**config.mk**
```make
export PLATFORM = sky130hd
export DESIGN_NAME = floo_serial_link_flit_arbiter
export DESIGN_NICKNAME = d
export VERILOG_FILES = /design/src/rtl/floo_serial_link_flit_arbiter.sv
export SDC_FILE = /design/constraint.sdc
export NUM_CORES = 1
export LEC_CHECK = 0
export BUFFER_PORTS_ARGS = -buffer_cell sky130_fd_sc_hd__buf_2
export CORE_AREA = 5 5 508 510
export DETAILED_ROUTE_END_ITERATION = 8
export DIE_AREA = 0 0 513 515
export GPL_ROUTABILITY_DRIVEN = 0
export PLACE_DENSITY = 0.31
export SLEW_MARGIN = 10
export SYNTH_ARGS = -nofsm -noshare
export SYNTH_HDL_FRONTEND = slang
export SYNTH_SLANG_ARGS = --single-unit
```
**constraint.sdc**
```tcl
create_clock -name clk_i -period 3.85 [get_ports clk_i]
set_input_delay 0.5775 -clock clk_i [delete_from_list [all_inputs] [get_ports clk_i]]
set_output_delay 0.5775 -clock clk_i [all_outputs]
set_load 0.05 [all_outputs]
```
**src/rtl/floo_serial_link_flit_arbiter.sv**
```systemverilog
// ----------------------------------------------------------------------------
// floo_serial_link_flit_arbiter
//
// Merges the narrow-request (0), narrow-response (1) and wide (2) flit
// channels into one tagged flit stream for the serial-link data-link layer.
// Each channel is gated by a credit counter tracking free slots in the remote
// receive buffer, so a flit is only sent when the far end can store it.
// Channels are served round-robin; the winner is loaded into a single-entry
// output register whenever that register is empty or being drained.
//
// Ports
//   clk_i, rst_ni            clock, synchronous active-low reset
//   narrow_req_*             narrow request channel (valid/ready/data)
//   narrow_rsp_*             narrow response channel (valid/ready/data)
//   wide_*                   wide channel (valid/ready/data)
//   credit_i[2:0]            credit-return pulses, bit c = channel c
//   out_valid_o/out_ready_i  merged flit handshake
//   out_data_o               flit payload, zero-extended to OutWidth
//   out_chan_o               channel tag of out_data_o (0..2)
//   credit_cnt_o[c]          registered credit count of channel c
//   credit_err_o[c]          sticky credit-overflow flag of channel c
// ----------------------------------------------------------------------------

// Per-channel credit counter. Counts free remote slots; a returned credit
// that would push the count past NumCredits is dropped and flagged.
module floo_serial_link_credit_cnt #(
    parameter int unsigned NumCredits = 8,
    parameter int unsigned CntWidth   = 4
) (
    input  logic                clk_i,
    input  logic                rst_ni,
    input  logic                take_i,
    input  logic                credit_i,
    output logic [CntWidth-1:0] cnt_o,
    output logic                err_o
);
    localparam logic [CntWidth-1:0] MaxCnt = CntWidth'(NumCredits);

    logic [CntWidth-1:0] cnt_d, cnt_q;
    logic                err_d, err_q;

    always_comb begin
        cnt_d = cnt_q;
        err_d = err_q;
        // A flit and a credit in the same cycle cancel out.
        if (take_i && !credit_i) begin
            cnt_d = cnt_q - 1'b1;
        end else if (credit_i && !take_i) begin
            if (cnt_q < MaxCnt) begin
                cnt_d = cnt_q + 1'b1;
            end else begin
                err_d = 1'b1;
            end
        end
    end

    always_ff @(posedge clk_i) begin
        if (!rst_ni) begin
            cnt_q <= MaxCnt;
            err_q <= 1'b0;
        end else begin
            cnt_q <= cnt_d;
            err_q <= err_d;
        end
    end

    assign cnt_o = cnt_q;
    assign err_o = err_q;
endmodule

module floo_serial_link_flit_arbiter #(
    parameter int unsigned ReqWidth   = 64,
    parameter int unsigned RspWidth   = 64,
    parameter int unsigned WideWidth  = 576,
    parameter int unsigned NumCredits = 8,
    parameter int unsigned OutWidth   =
        (ReqWidth > RspWidth) ? ((ReqWidth > WideWidth) ? ReqWidth : WideWidth)
                              : ((RspWidth > WideWidth) ? RspWidth : WideWidth),
    parameter int unsigned CntWidth   = $clog2(NumCredits + 1)
) (
    input  logic                         clk_i,
    input  logic                         rst_ni,

    input  logic                         narrow_req_valid_i,
    output logic                         narrow_req_ready_o,
    input  logic [ReqWidth-1:0]          narrow_req_data_i,

    input  logic                         narrow_rsp_valid_i,
    output logic                         narrow_rsp_ready_o,
    input  logic [RspWidth-1:0]          narrow_rsp_data_i,

    input  logic                         wide_valid_i,
    output logic                         wide_ready_o,
    input  logic [WideWidth-1:0]         wide_data_i,

    input  logic [2:0]                   credit_i,

    output logic                         out_valid_o,
    input  logic                         out_ready_i,
    output logic [OutWidth-1:0]          out_data_o,
    output logic [1:0]                   out_chan_o,

    output logic [2:0][CntWidth-1:0]     credit_cnt_o,
    output logic [2:0]                   credit_err_o
);
    localparam int unsigned NumChan = 3;

    // Successor in the 0 -> 1 -> 2 -> 0 rotation.
    function automatic logic [1:0] next_chan(input logic [1:0] c);
        return (c == 2'd2) ? 2'd0 : c + 2'd1;
    endfunction

    logic [NumChan-1:0]               valid;
    logic [NumChan-1:0]               elig;
    logic [NumChan-1:0]               take;
    logic [NumChan-1:0][CntWidth-1:0] cnt;
    logic [NumChan-1:0]               err;

    logic [1:0]          ptr_d, ptr_q;
    logic [1:0]          cand;
    logic [1:0]          gnt_idx;
    logic                gnt_any;
    logic                load;
    logic [OutWidth-1:0] gnt_data;

    logic                out_valid_d, out_valid_q;
    logic [OutWidth-1:0] out_data_d, out_data_q;
    logic [1:0]          out_chan_d, out_chan_q;

    assign valid = {wide_valid_i, narrow_rsp_valid_i, narrow_req_valid_i};

    // Credit counters, one per channel.
    for (genvar c = 0; c < NumChan; c++) begin : g_cnt
        assign elig[c] = valid[c] && (cnt[c] != '0);

        floo_serial_link_credit_cnt #(
            .NumCredits (NumCredits),
            .CntWidth   (CntWidth)
        ) i_cnt (
            .clk_i    (clk_i),
            .rst_ni   (rst_ni),
            .take_i   (take[c]),
            .credit_i (credit_i[c]),
            .cnt_o    (cnt[c]),
            .err_o    (err[c])
        );
    end

    // Round-robin search starting at ptr_q.
    always_comb begin
        gnt_any = 1'b0;
        gnt_idx = ptr_q;
        cand    = ptr_q;
        for (int k = 0; k < NumChan; k++) begin
            if (!gnt_any && elig[cand]) begin
                gnt_any = 1'b1;
                gnt_idx = cand;
            end
            cand = next_chan(cand);
        end
    end

    // Load when the output register is empty or draining this cycle. Gating
    // with rst_ni keeps every ready low while reset is asserted.
    assign load = rst_ni && gnt_any && (!out_valid_q || out_ready_i);

    always_comb begin
        take = '0;
        if (load) begin
            take[gnt_idx] = 1'b1;
        end
    end

    assign narrow_req_ready_o = take[0];
    assign narrow_rsp_ready_o = take[1];
    assign wide_ready_o       = take[2];

    always_comb begin
        unique case (gnt_idx)
            2'd0:    gnt_data = OutWidth'(narrow_req_data_i);
            2'd1:    gnt_data = OutWidth'(narrow_rsp_data_i);
            default: gnt_data = OutWidth'(wide_data_i);
        endcase
    end

    always_comb begin
        ptr_d       = ptr_q;
        out_valid_d = out_valid_q;
        out_data_d  = out_data_q;
        out_chan_d  = out_chan_q;
        if (load) begin
            ptr_d       = next_chan(gnt_idx);
            out_valid_d = 1'b1;
            out_data_d  = gnt_data;
            out_chan_d  = gnt_idx;
        end else if (out_ready_i) begin
            // Payload and tag keep their last values once drained.
            out_valid_d = 1'b0;
        end
    end

    always_ff @(posedge clk_i) begin
        if (!rst_ni) begin
            ptr_q       <= 2'd0;
            out_valid_q <= 1'b0;
            out_data_q  <= '0;
            out_chan_q  <= 2'd0;
        end else begin
            ptr_q       <= ptr_d;
            out_valid_q <= out_valid_d;
            out_data_q  <= out_data_d;
            out_chan_q  <= out_chan_d;
        end
    end

    assign out_valid_o  = out_valid_q;
    assign out_data_o   = out_data_q;
    assign out_chan_o   = out_chan_q;
    assign credit_cnt_o = cnt;
    assign credit_err_o = err;
endmodule

```
# Yosys cells after proc, flatten, opt, wreduce, memory -nomap -nowiden
# Index checks and enable logic that the tools add are counted.
[totals]
ff_bits = 596
latch_bits = 0
mem_bits_rw = 0
rom_bits = 0
input_bits = 713
out_inout_bits = 597
wordCells = 107
memories = 0
[op_classes]
addsub = 9
multipliers = 0
div = 0
n_lt_le_gt_ge = 8
n_eq_ne = 4
n_shift = 0
mux = 29
bitwise = 6
n_reduce_logical = 41
[op_table]
columns = ["operator", "count"]
rows = [
  ["576-bit one-hot mux with 2 select lines", 1],
  ["4-bit two-way mux", 9],
  ["1-bit logical AND", 14],
  ["2-bit nonzero test", 7],
  ["4-bit by 1-bit adder with 4-bit output (second input constant)", 3],
  ["2-bit by 3-bit less-than comparator with 1-bit output (second input constant)", 4],
  ["4-bit less-than comparator (second input constant)", 3],
  ["4-bit nonzero test", 3],
  ["4-bit by 1-bit subtractor with 4-bit output (second input constant)", 3],
  ["2-bit two-way mux", 5],
  ["1-bit logical NOT", 9],
  ["1-bit two-way mux", 9],
  ["3-bit AND reduction", 3],
  ["2-bit by 1-bit adder with 2-bit output (second input constant)", 3],
  ["1-bit binary-select mux with 2-bit select", 3],
  ["2-bit equality test (second input constant)", 3],
  ["1-bit inverter", 6],
  ["2-bit AND reduction", 3],
  ["3-bit two-way mux", 1],
  ["1-bit demux with 2-bit select", 1],
  ["2-bit by 1-bit equality test with 1-bit output (second input constant)", 1],
  ["2-bit by 1-bit >= comparator with 1-bit output (second input constant)", 1],
  ["2-bit logical NOT", 1],
  ["1-bit logical OR", 1],
]

# Depth between registers and ports, before layout
# Gate-level depths: netlist of the first run.
[logic_depth]
word_depth = 20
mapped_depth = 14
depth_no_buf = 10

# Hierarchy
# From an unflattened synthesis of the first run, not the netlist that was laid out.
[hier_totals]
cells_unflattened = 2156
area_unflattened_um2 = 22758.1
[modules_own_cells]
columns = ["module", "instances", "cells_per_inst", "area_per_inst_um2"]
rows = [
  ["floo_serial_link_flit_arbiter", 1, 2042, 21725.8],
  ["floo_serial_link_credit_cnt", 3, 38, 344.1],
]

# Least setup slack after synthesis of the first run
# OpenSTA, ideal clock, no wires.
[synth_timing]
kind = "flip-flop to flip-flop"
from = "reg g_cnt[2].i_cnt.cnt_q[0]"
to = "reg g_cnt[2].i_cnt.cnt_q[3]"
setup_time_ns = 0.106
t_arrival_ns = 3.411
required_ns = 3.744
setup_slack_ns = 0.334
stages_incl_launch_ff = 14
synth_period_minus_slack_ns = 3.516
cell_sequence = "dfxtp_1 -> o41a_4 -> and4_1 -> buf_2 -> clkbuf_1 -> clkbuf_1 -> nand2_1 -> inv_1 -> ha_1 -> ha_1 -> a21o_1 -> a21oi_1 -> xnor2_1 -> o311ai_0"
[synth_between]
elab_chain_cells = 20
[synth_rtl]
columns = ["item", "line_no", "source"]
rows = [
  ["from (decl)", "39", "logic [CntWidth-1:0] cnt_d, cnt_q;"],
  ["from (signal assigned)", "59", "cnt_q <= MaxCnt;"],
  ["from (signal assigned)", "62", "cnt_q <= cnt_d;"],
  ["4-bit nonzero test *", "134", "assign elig[c] = valid[c] && (cnt[c] != '0);"],
  ["1-bit logical AND *", "134", ""],
  ["1-bit binary-select mux with 2-bit select", "155", "if (!gnt_any && elig[cand]) begin"],
  ["1-bit two-way mux (not written as such)", "155", ""],
  ["1-bit two-way mux", "155", ""],
  ["1-bit logical NOT", "155", ""],
  ["1-bit logical AND", "155", ""],
  ["1-bit two-way mux", "155", ""],
  ["[... 5 more ...]", "--", ""],
  ["1-bit two-way mux (not written as such)", "170", "take[gnt_idx] = 1'b1;"],
  ["1-bit demux with 2-bit select", "170", ""],
  ["3-bit two-way mux *", "169", "if (load) begin"],
  ["net wide_ready_o", "93", "output logic wide_ready_o,"],
  ["1-bit logical NOT", "48", "end else if (credit_i && !take_i) begin"],
  ["1-bit logical AND", "48", ""],
  ["2-bit nonzero test (no line)", "--", ""],
  ["2-bit AND reduction (no line)", "--", ""],
]
# The timed path passes the listed nets; every way through them passes the cells marked *. The select of a mux whose other input is x is not followed.
# A chain may end at the register's enable or synchronous reset.

# Worst setup path in the final report of the first run
[layout_timing]
from = "reg g_cnt[2].i_cnt.cnt_q[3]"
to = "out narrow_rsp_ready_o"
[layout_between]
elab_chain_cells = 16
[layout_rtl]
columns = ["item", "line_no", "source"]
rows = [
  ["4-bit nonzero test *", "134", ""],
  ["1-bit logical AND *", "134", ""],
  ["1-bit binary-select mux with 2-bit select", "155", ""],
  ["1-bit two-way mux (not written as such)", "155", ""],
  ["1-bit two-way mux", "155", ""],
  ["1-bit logical NOT", "155", ""],
  ["1-bit logical AND", "155", ""],
  ["1-bit two-way mux", "155", ""],
  ["1-bit logical NOT", "155", ""],
  ["1-bit logical AND", "155", ""],
  ["2-bit two-way mux", "155", ""],
  ["2-bit by 3-bit less-than comparator with 1-bit output (not written as such) / 2-bit by 1-bit >= comparator with 1-bit output (equally long branches)", "170", ""],
  ["1-bit logical AND (not written as such)", "170", ""],
  ["1-bit two-way mux (not written as such)", "170", ""],
  ["1-bit demux with 2-bit select", "170", ""],
  ["3-bit two-way mux *", "169", ""],
  ["to (decl)", "89", "output logic narrow_rsp_ready_o,"],
]
# Mark *: on every way between the ends. The rest lies on a longest branch, timed or not. The select of a mux whose other input is x is not followed.

==> results of run 1 <==
[through the flow]
stage	instances	total power, mW	instance area (um^2)
after floorplan	2933	8.72	24300
after global placement	7354	10.2	34600
after detailed placement	7354	10.2	34600
after CTS	7530	18.5	37700
after global routing	7538	18.8	37700
final	7550	18.0	37700
[logic make-up (layout without fill, tap and decap cells)]
kind of cell | count (synthesis) | count (layout) | share of synthesized area
compound gates | 1200 | 1200 | 0.274
buf+inv | 401 | 1632 | 0.0736
simple gates | 709 | 709 | 0.148
other cells | 0 | 20 | 0
fa+ha+maj | 18 | 18 | 0.0102
flops | 596 | 596 | 0.491
xor+xnor | 9 | 9 | 0.00324
[power groups by stage]
stage | sequential [mW] | clock, mW | combinational, mW
floorplan | 7.52 | 0 | 1.20
global placement | 6.71 | 0 | 3.52
detailed placement | 6.72 | 0 | 3.51
CTS | 6.59 | 8.35 | 3.54
global route | 6.61 | 8.54 | 3.70
finish | 6.58 | 7.96 | 3.48
[metal layers]
layer  GRT usage  vias to the layer above
met3      0.0615                      329
met2       0.224                     1406
met5           0                        -
li1            -                    13100
met4      0.0372                       66
met1       0.152                    14100
[cell type report]
cell class / instances / area share
flip-flops and latches: 596 / 0.316
multi-input cells: 1936 / 0.283
repair buffers: 1436 / 0.210
well taps: 3366 / 0.112
clock buffers: 121 / 0.0639
clock inverters: 27 / 0.00903
inverters: 48 / 0.00498
diodes: 20 / 0.00133
[cells in the final DEF (no fill, tap or decap), types with 2 or more instances in the layout]
cell           instances
a2111oi_1              3
a2111oi_2             26
a211o_1                2
a211oi_1               3
a21o_1                 3
a21oi_1              525
a22oi_1               30
a41oi_1               27
a41oi_2                7
buf_12                26
buf_2               1309
buf_4                 73
bufinv_16              3
clkbuf_1              18
clkbuf_16             82
clkbuf_8              21
clkinv_16              3
clkinv_2              16
clkinv_8               2
dfxtp_1              596
diode_2               20
dlygate4sd3_1         28
fa_1                   3
ha_1                  15
inv_1                 46
inv_16                 2
nand2_1                6
nand2b_1               3
nand3_1              580
nand4_1               35
nor2_1                14
nor3_1                60
o21ai_0              458
o21ai_1               98
o311ai_0               3
o41a_1                 2
xnor2_1                9
[worst max-delay path, stage by stage, from the launching register on]
cell     delay [ns]
dfxtp_1        0.37
o41a_4         0.58
a32oi_4        0.29
nand3_2        0.18
inv_2          0.16
buf_2          0.39
[flip-flops by register name (all words and copies together) (netlist names)]
name and count:
g_cnt.i_cnt.cnt_o 12, g_cnt.i_cnt.err_o 3, ptr_q 2, out_chan_o 2
out_valid_o 1, out_data_o 576
[path summary, 6_finish.rpt]
check	cells past startpoint	endpoint	from	slack (ns)
worst min register to register	2	out_data_o[150]$_SDFFE_PN0N_	out_data_o[150]$_SDFFE_PN0N_	0.47
worst max register to register	10	g_cnt[1].i_cnt.cnt_o[3]$_SDFFE_PN1P_	g_cnt[2].i_cnt.cnt_o[3]$_SDFFE_PN1P_	0.91
worst min-delay path	3	out_data_o[83]$_SDFFE_PN0N_	wide_data_i[83]	0.12
worst max-delay path	5	narrow_rsp_ready_o	g_cnt[2].i_cnt.cnt_o[3]$_SDFFE_PN1P_	0.59
==> run summary, run 1 <==
Area contributors post-synth: dfxtp_1 49%, nand3_1 12%, a21oi_1 11%
Yosys top cell area share: 0.491
Final Cycle Share: 0.848
post-synthesis cell area: 24,300 um^2
port bufs: 1,309
Max Fclk: 306 MHz
commonest cells in the netlist: 596 x dfxtp_1, 580 x nand3_1, 525 x a21oi_1
Net Sw Frac: 0.341
vias in the first global route: 29,000
Register Area: 11,900 um^2
# nets final: 4,831
part of the power in registers: 0.365
hold buffers post-CTS: 28
cell-internal power: 11.9 mW
Gate power share: 0.193
layout cells sized above 1: 0.381
final WL: 187,000 um
Hold Crit Class: in2reg
WL per Instance: 24.7 um
CTS clk-pin slew, worst paths: 0.06 ns
clock skew: 0.0481 ns
Setup WS post-layout: 0.586 ns
drt first pass iters: 5
Hold Vio Cnt, Final: 0
Rows: 185
pre-CTS setup slack: 0.560 ns
Clock Latency Late Sink: 0.72 ns
Slew HR: 0.304
worst hold slack: 0.115 ns
Max Cap Viol: 0
CP required: 3.27 ns
Pleak: 14.9 nW
met3 routed WL: 20,200 um
Area Growth Syn to Fin: 55.0%
gr ovfl total: 0
Setup CP Type: reg2out
io pins: 1,310
die area: 264,000 um^2
Syn Area/Cell: 8.29 um^2
Die Wd: 513 um
Resized cells post-CTS: 0
Final Util: 0.149
minimum clock period after layout: 3.26 ns
Mapped Cells: 2,933
setup TNS: 0 ns
Max Slew Vio Count: 0
most frequent cell after synthesis: dfxtp_1
met2 WL: 87,500 um
Mapped Nets: 3,664
root buffer cell: clkbuf_16
Synth Warn #: 0
RSZ-0062 raised after global routing: no
Synth cell types: 55
TritonCTS Sinks: 596
Routed Antenna Nets: 0
sequential area share after synthesis: 0.491
Initial Util: 0.0961
largest area contributor in the netlist: dfxtp_1
TritonCTS clock tree: yes
Critical Path AT: 2.69 ns
worst vdd ir: 0.295 mV
max layer used: met5
gr usage total: 0.133
drt via density: 3.83
Primary FF master, synth: dfxtp_1
multi-input logic area: 10,700 um^2
H-tree levels: 3
Slew @ Worst Pin: 1.04 ns
pwr dens: 478 nW/um^2
pin count of the biggest net entering global routing: 126
FFs w/ async S/R, synth: 0
Worst setup SP type: flip-flop
filler cell count: 29,200
height of the die: 515 um
first-pass GRT wire length: 251,000 um
DR iter-0 viols: 1,872
Core Area: 253,000 um^2
Clk pwr share: 0.442
Clock Path Buffers: 3
Setup violations, final: 0
Post-synth EDFFs: 0
initial antenna violation count: 107
HPWL Detailed: 145,000 um
met1 WL: 72,600 um
post-CTS setup repair buffer count: 0
DRC viols: 0
Num CTS Buffers: 82
reported net switching power: 6.14 mW
synthesis-stage register bit count: 596
crit end category: output port
vias post-DR: 28,900
Max FO, Critical Path: 6
outcome: finished, final reports clean
No activity file was read; power rests on OpenSTA's default activity.
==> inputs of run 2 (changes only) <==
- ABC_AREA: default -> 1
- CORE_AREA: 5 5 508 510 -> 5 5 503 505
- DIE_AREA: 0 0 513 515 -> 0 0 508 510
- clock period: 3.85 -> 3.15 ns (I/O delays scaled with it)
==> run 2 against run 1 <==
Effect of this change:
- register-to-register slack got worse by 0.65 ns
- sequential power rose by 57%
- via count fell by 1.5%
- clock-buffer cell count fell by 4
- synthesized cell count rose by 3.4%
- clock skew fell by 0.0011 ns
- global-route usage rose by 1.3 points
- sequential cell count did not move
- non-clock buffer count rose by 415
- area after synthesis fell by 7.4%
- core utilization rose by 1.6 points
- first-iteration DRC count fell by 4.5%
- largest power group is now combinational logic
- highest routed layer unchanged
==> run summary, run 2 <==
most frequent cell after synthesis: nand2_1
Max Slew Vio Count: 0
Mapped Cells: 3,032
HPWL Detailed: 167,000 um
Slew HR: 0.502
commonest cells in the netlist: 1,185 x nand2_1, 596 x dfxtp_1, 531 x a21oi_1
Area Growth Syn to Fin: 81.2%
port bufs: 1,309
Synth Warn #: 0
Max FO, Critical Path: 8
Syn Area/Cell: 7.43 um^2
max layer used: met5
largest stage delay on the critical path: 0.45 ns
height of the die: 510 um
vias post-DR: 28,500
Rows: 183
Routed Antenna Nets: 0
Buffers & Inverters on Critical Path: 4
Pleak: 17.7 nW
Area after DPL: 33,700 um^2
Post-synth EDFFs: 0
Mapped Nets: 3,763
layout cells sized above 1: 0.339
clock skew: 0.0469 ns
Clock Path Buffers: 3
gr ovfl total: 0
Final Cycle Share: 0.943
Setup violations, final: 0
first-pass GRT wire length: 261,000 um
initial antenna violation count: 171
gr usage total: 0.147
TritonCTS Sinks: 596
Clk pwr share: 0.243
minimum clock period after layout: 2.97 ns
Net Sw Frac: 0.507
reported net switching power: 20.9 mW
CP required: 2.68 ns
Max Fclk: 337 MHz
DR iter-0 viols: 1,787
Largest register FFs: 576
pre-CTS setup slack: 0.00926 ns
Synth cell types: 24
final WL: 200,000 um
setup TNS: 0 ns
Final Util: 0.165
Worst setup SP type: flip-flop
Area contributors post-synth: dfxtp_1 53%, nand2_1 20%, a21oi_1 12%
synthesis-stage register bit count: 596
Initial Util: 0.0909
Most Frequent Cell on Critical Path: buf_4
Die Wd: 508 um
Primary FF master, synth: dfxtp_1
FFs w/ async S/R, synth: 0
CP Cell Sequence: nand2_1 -> nand3b_1 -> nand3_1 -> nor2_4 -> a21oi_4 -> buf_4 -> nand2_4 -> clkinvlp_4 -> buf_4 -> buf_6
family with the most delay on the worst path: simple AND/OR/NAND/NOR gates
Max Cap Viol: 0
Critical Path AT: 2.50 ns
met3 routed WL: 21,100 um
# nets final: 5,471
RSZ-0062 raised after global routing: yes
Num CTS Buffers: 87
Yosys top cell area share: 0.530
drt via density: 3.49
drt first pass iters: 5
part of the power in registers: 0.249
pin count of the biggest net entering global routing: 61
Final Cell Area: 40,800 um^2
commonest non-fill, non-tap cell in the layout: buf_2
Setup WS post-layout: 0.181 ns
cell-internal power: 20.4 mW
met1 WL: 80,700 um
met2 WL: 92,300 um
post-synthesis cell area: 22,500 um^2
root buffer cell: clkbuf_16
H-tree levels: 3
Setup CP Type: reg2out
DRC viols: 0
crit end category: output port
worst vdd ir: 1.12 mV
io pins: 1,310
Clock Latency Late Sink: 0.72 ns
pwr dens: 1010 nW/um^2
filler cell count: 28,700
outcome: finished, final reports clean
worst hold slack: 0.0771 ns
Core Area: 248,000 um^2
WL per Instance: 24.5 um
vias in the first global route: 28,400
most frequent cells in the layout: 1,306 x buf_2, 1,179 x nand2_1, 582 x dfxtp_1, 531 x a21oi_1, 402 x dlygate4sd3_1
Gate power share: 0.509
die area: 259,000 um^2
CTS clk-pin slew, worst paths: 0.06 ns
Critical-path top delay cell: dfxtp_2
Hold Vio Cnt, Final: 0
largest area contributor in the netlist: dfxtp_1
Hold Crit Class: in2reg
Slew @ Worst Pin: 0.746 ns
sequential area share after synthesis: 0.530
TritonCTS clock tree: yes
==> run 2: cell count changes in the layout (fill, tap and decap cells not counted), moves of 26 or more <==
cell           delta
nor2_1          +101
o21ai_0         -445
inv_1            +32
nor3_1           -60
nand3_1         -420
a2111oi_2        -26
nand2_1        +1173
a41oi_1          -27
a22oi_1          -30
o21ai_1          -97
nand4_1          +33
buf_4            +36
dlygate4sd3_1   +374
==> run 2: cell families (layout without fill, tap and decap cells) <==
logic type               count (synthesis)  in the layout  share of synthesized area
AND/OR/NAND/NOR                       1548           1548                      0.277
flip-flops                             596            596                      0.530
AO/OA/AOI/OAI                          549            549                      0.122
buffers and inverters                  316           2086                     0.0577
adder cells (fa/ha/maj)                 18             18                     0.0110
XOR/XNOR                                 5              5                    0.00194
other                                    0             39                          0
==> run 2: area by class of cell <==
| cell class | count | area (um^2) | share of cell area |
|---|---|---|---|
| Timing Repair Buffer | 1851 | 12000 | 0.295 |
| Sequential cell | 596 | 11900 | 0.293 |
| Multi-Input combinational cell | 2120 | 9420 | 0.231 |
| Tap cell | 3330 | 4170 | 0.102 |
| Clock buffer | 117 | 2390 | 0.0586 |
| Clock inverter | 34 | 425 | 0.0104 |
| Inverter | 84 | 338 | 0.00828 |
| Antenna cell | 39 | 97.6 | 0.00239 |
==> run 2: final timing paths <==
path	startpoint	endpoint	slack [ns]	cells past startpoint
min reg2reg	out_data_o[414]$_SDFFE_PN0N_	out_data_o[414]$_SDFFE_PN0N_	0.46	2
max reg2reg	ptr_q[1]$_SDFFE_PN0N_	out_data_o[51]$_SDFFE_PN0N_	0.26	12
max	ptr_q[1]$_SDFFE_PN0N_	narrow_rsp_ready_o	0.18	10
min	wide_data_i[98]	out_data_o[98]$_SDFFE_PN0N_	0.08	3
==> run 2: stage by stage <==
stage	std cells	power (mW)
2_1_floorplan	3032	22.9
3_3_place_gp	7572	31.2
3_5_place_dp	7572	31.2
4_1_cts	8129	42.3
5_1_grt	8140	43.8
6_report	8171	41.3
==> run 2: routing by layer <==
| metal | up-vias | track usage |
|---|---|---|
| met5 | - | 0 |
| met4 | 94 | 0.0344 |
| met3 | 362 | 0.0651 |
| met2 | 1301 | 0.246 |
| met1 | 13400 | 0.172 |
| li1 | 13300 | - |
==> run 2: what timing repair did <==
item                                    CTS  global route
hold buffers                            402             0
pin swaps                                 4             8
hold endpoints to repair                401             0
setup buffers                             4             3
resized for setup                        14            17
endpoints found under the setup margin    3            14
==> run 2: worst register-to-register path: stages, from the launching register on <==
cell and delay [ns]:
dfxtp_2 0.45, nand2_1 0.08, nand3b_1 0.18, nand3_1 0.14, nor2_4 0.07, a21oi_4 0.28
buf_4 0.18, buf_4 0.47, buf_4 0.54, nand4_1 0.18, nand3_1 0.14, nor2_1 0.04
nor2_1 0.08
==> run 2: power by group through the flow <==
stage	Sequential [mW]	Clock [mW]	Combinational [mW]
floorplan	15.9	0	6.99
global placement	10.4	0	20.8
detailed placement	10.4	0	20.8
CTS	10.3	10.5	21.5
global route	10.5	10.7	22.6
finish	10.3	10.0	21.0
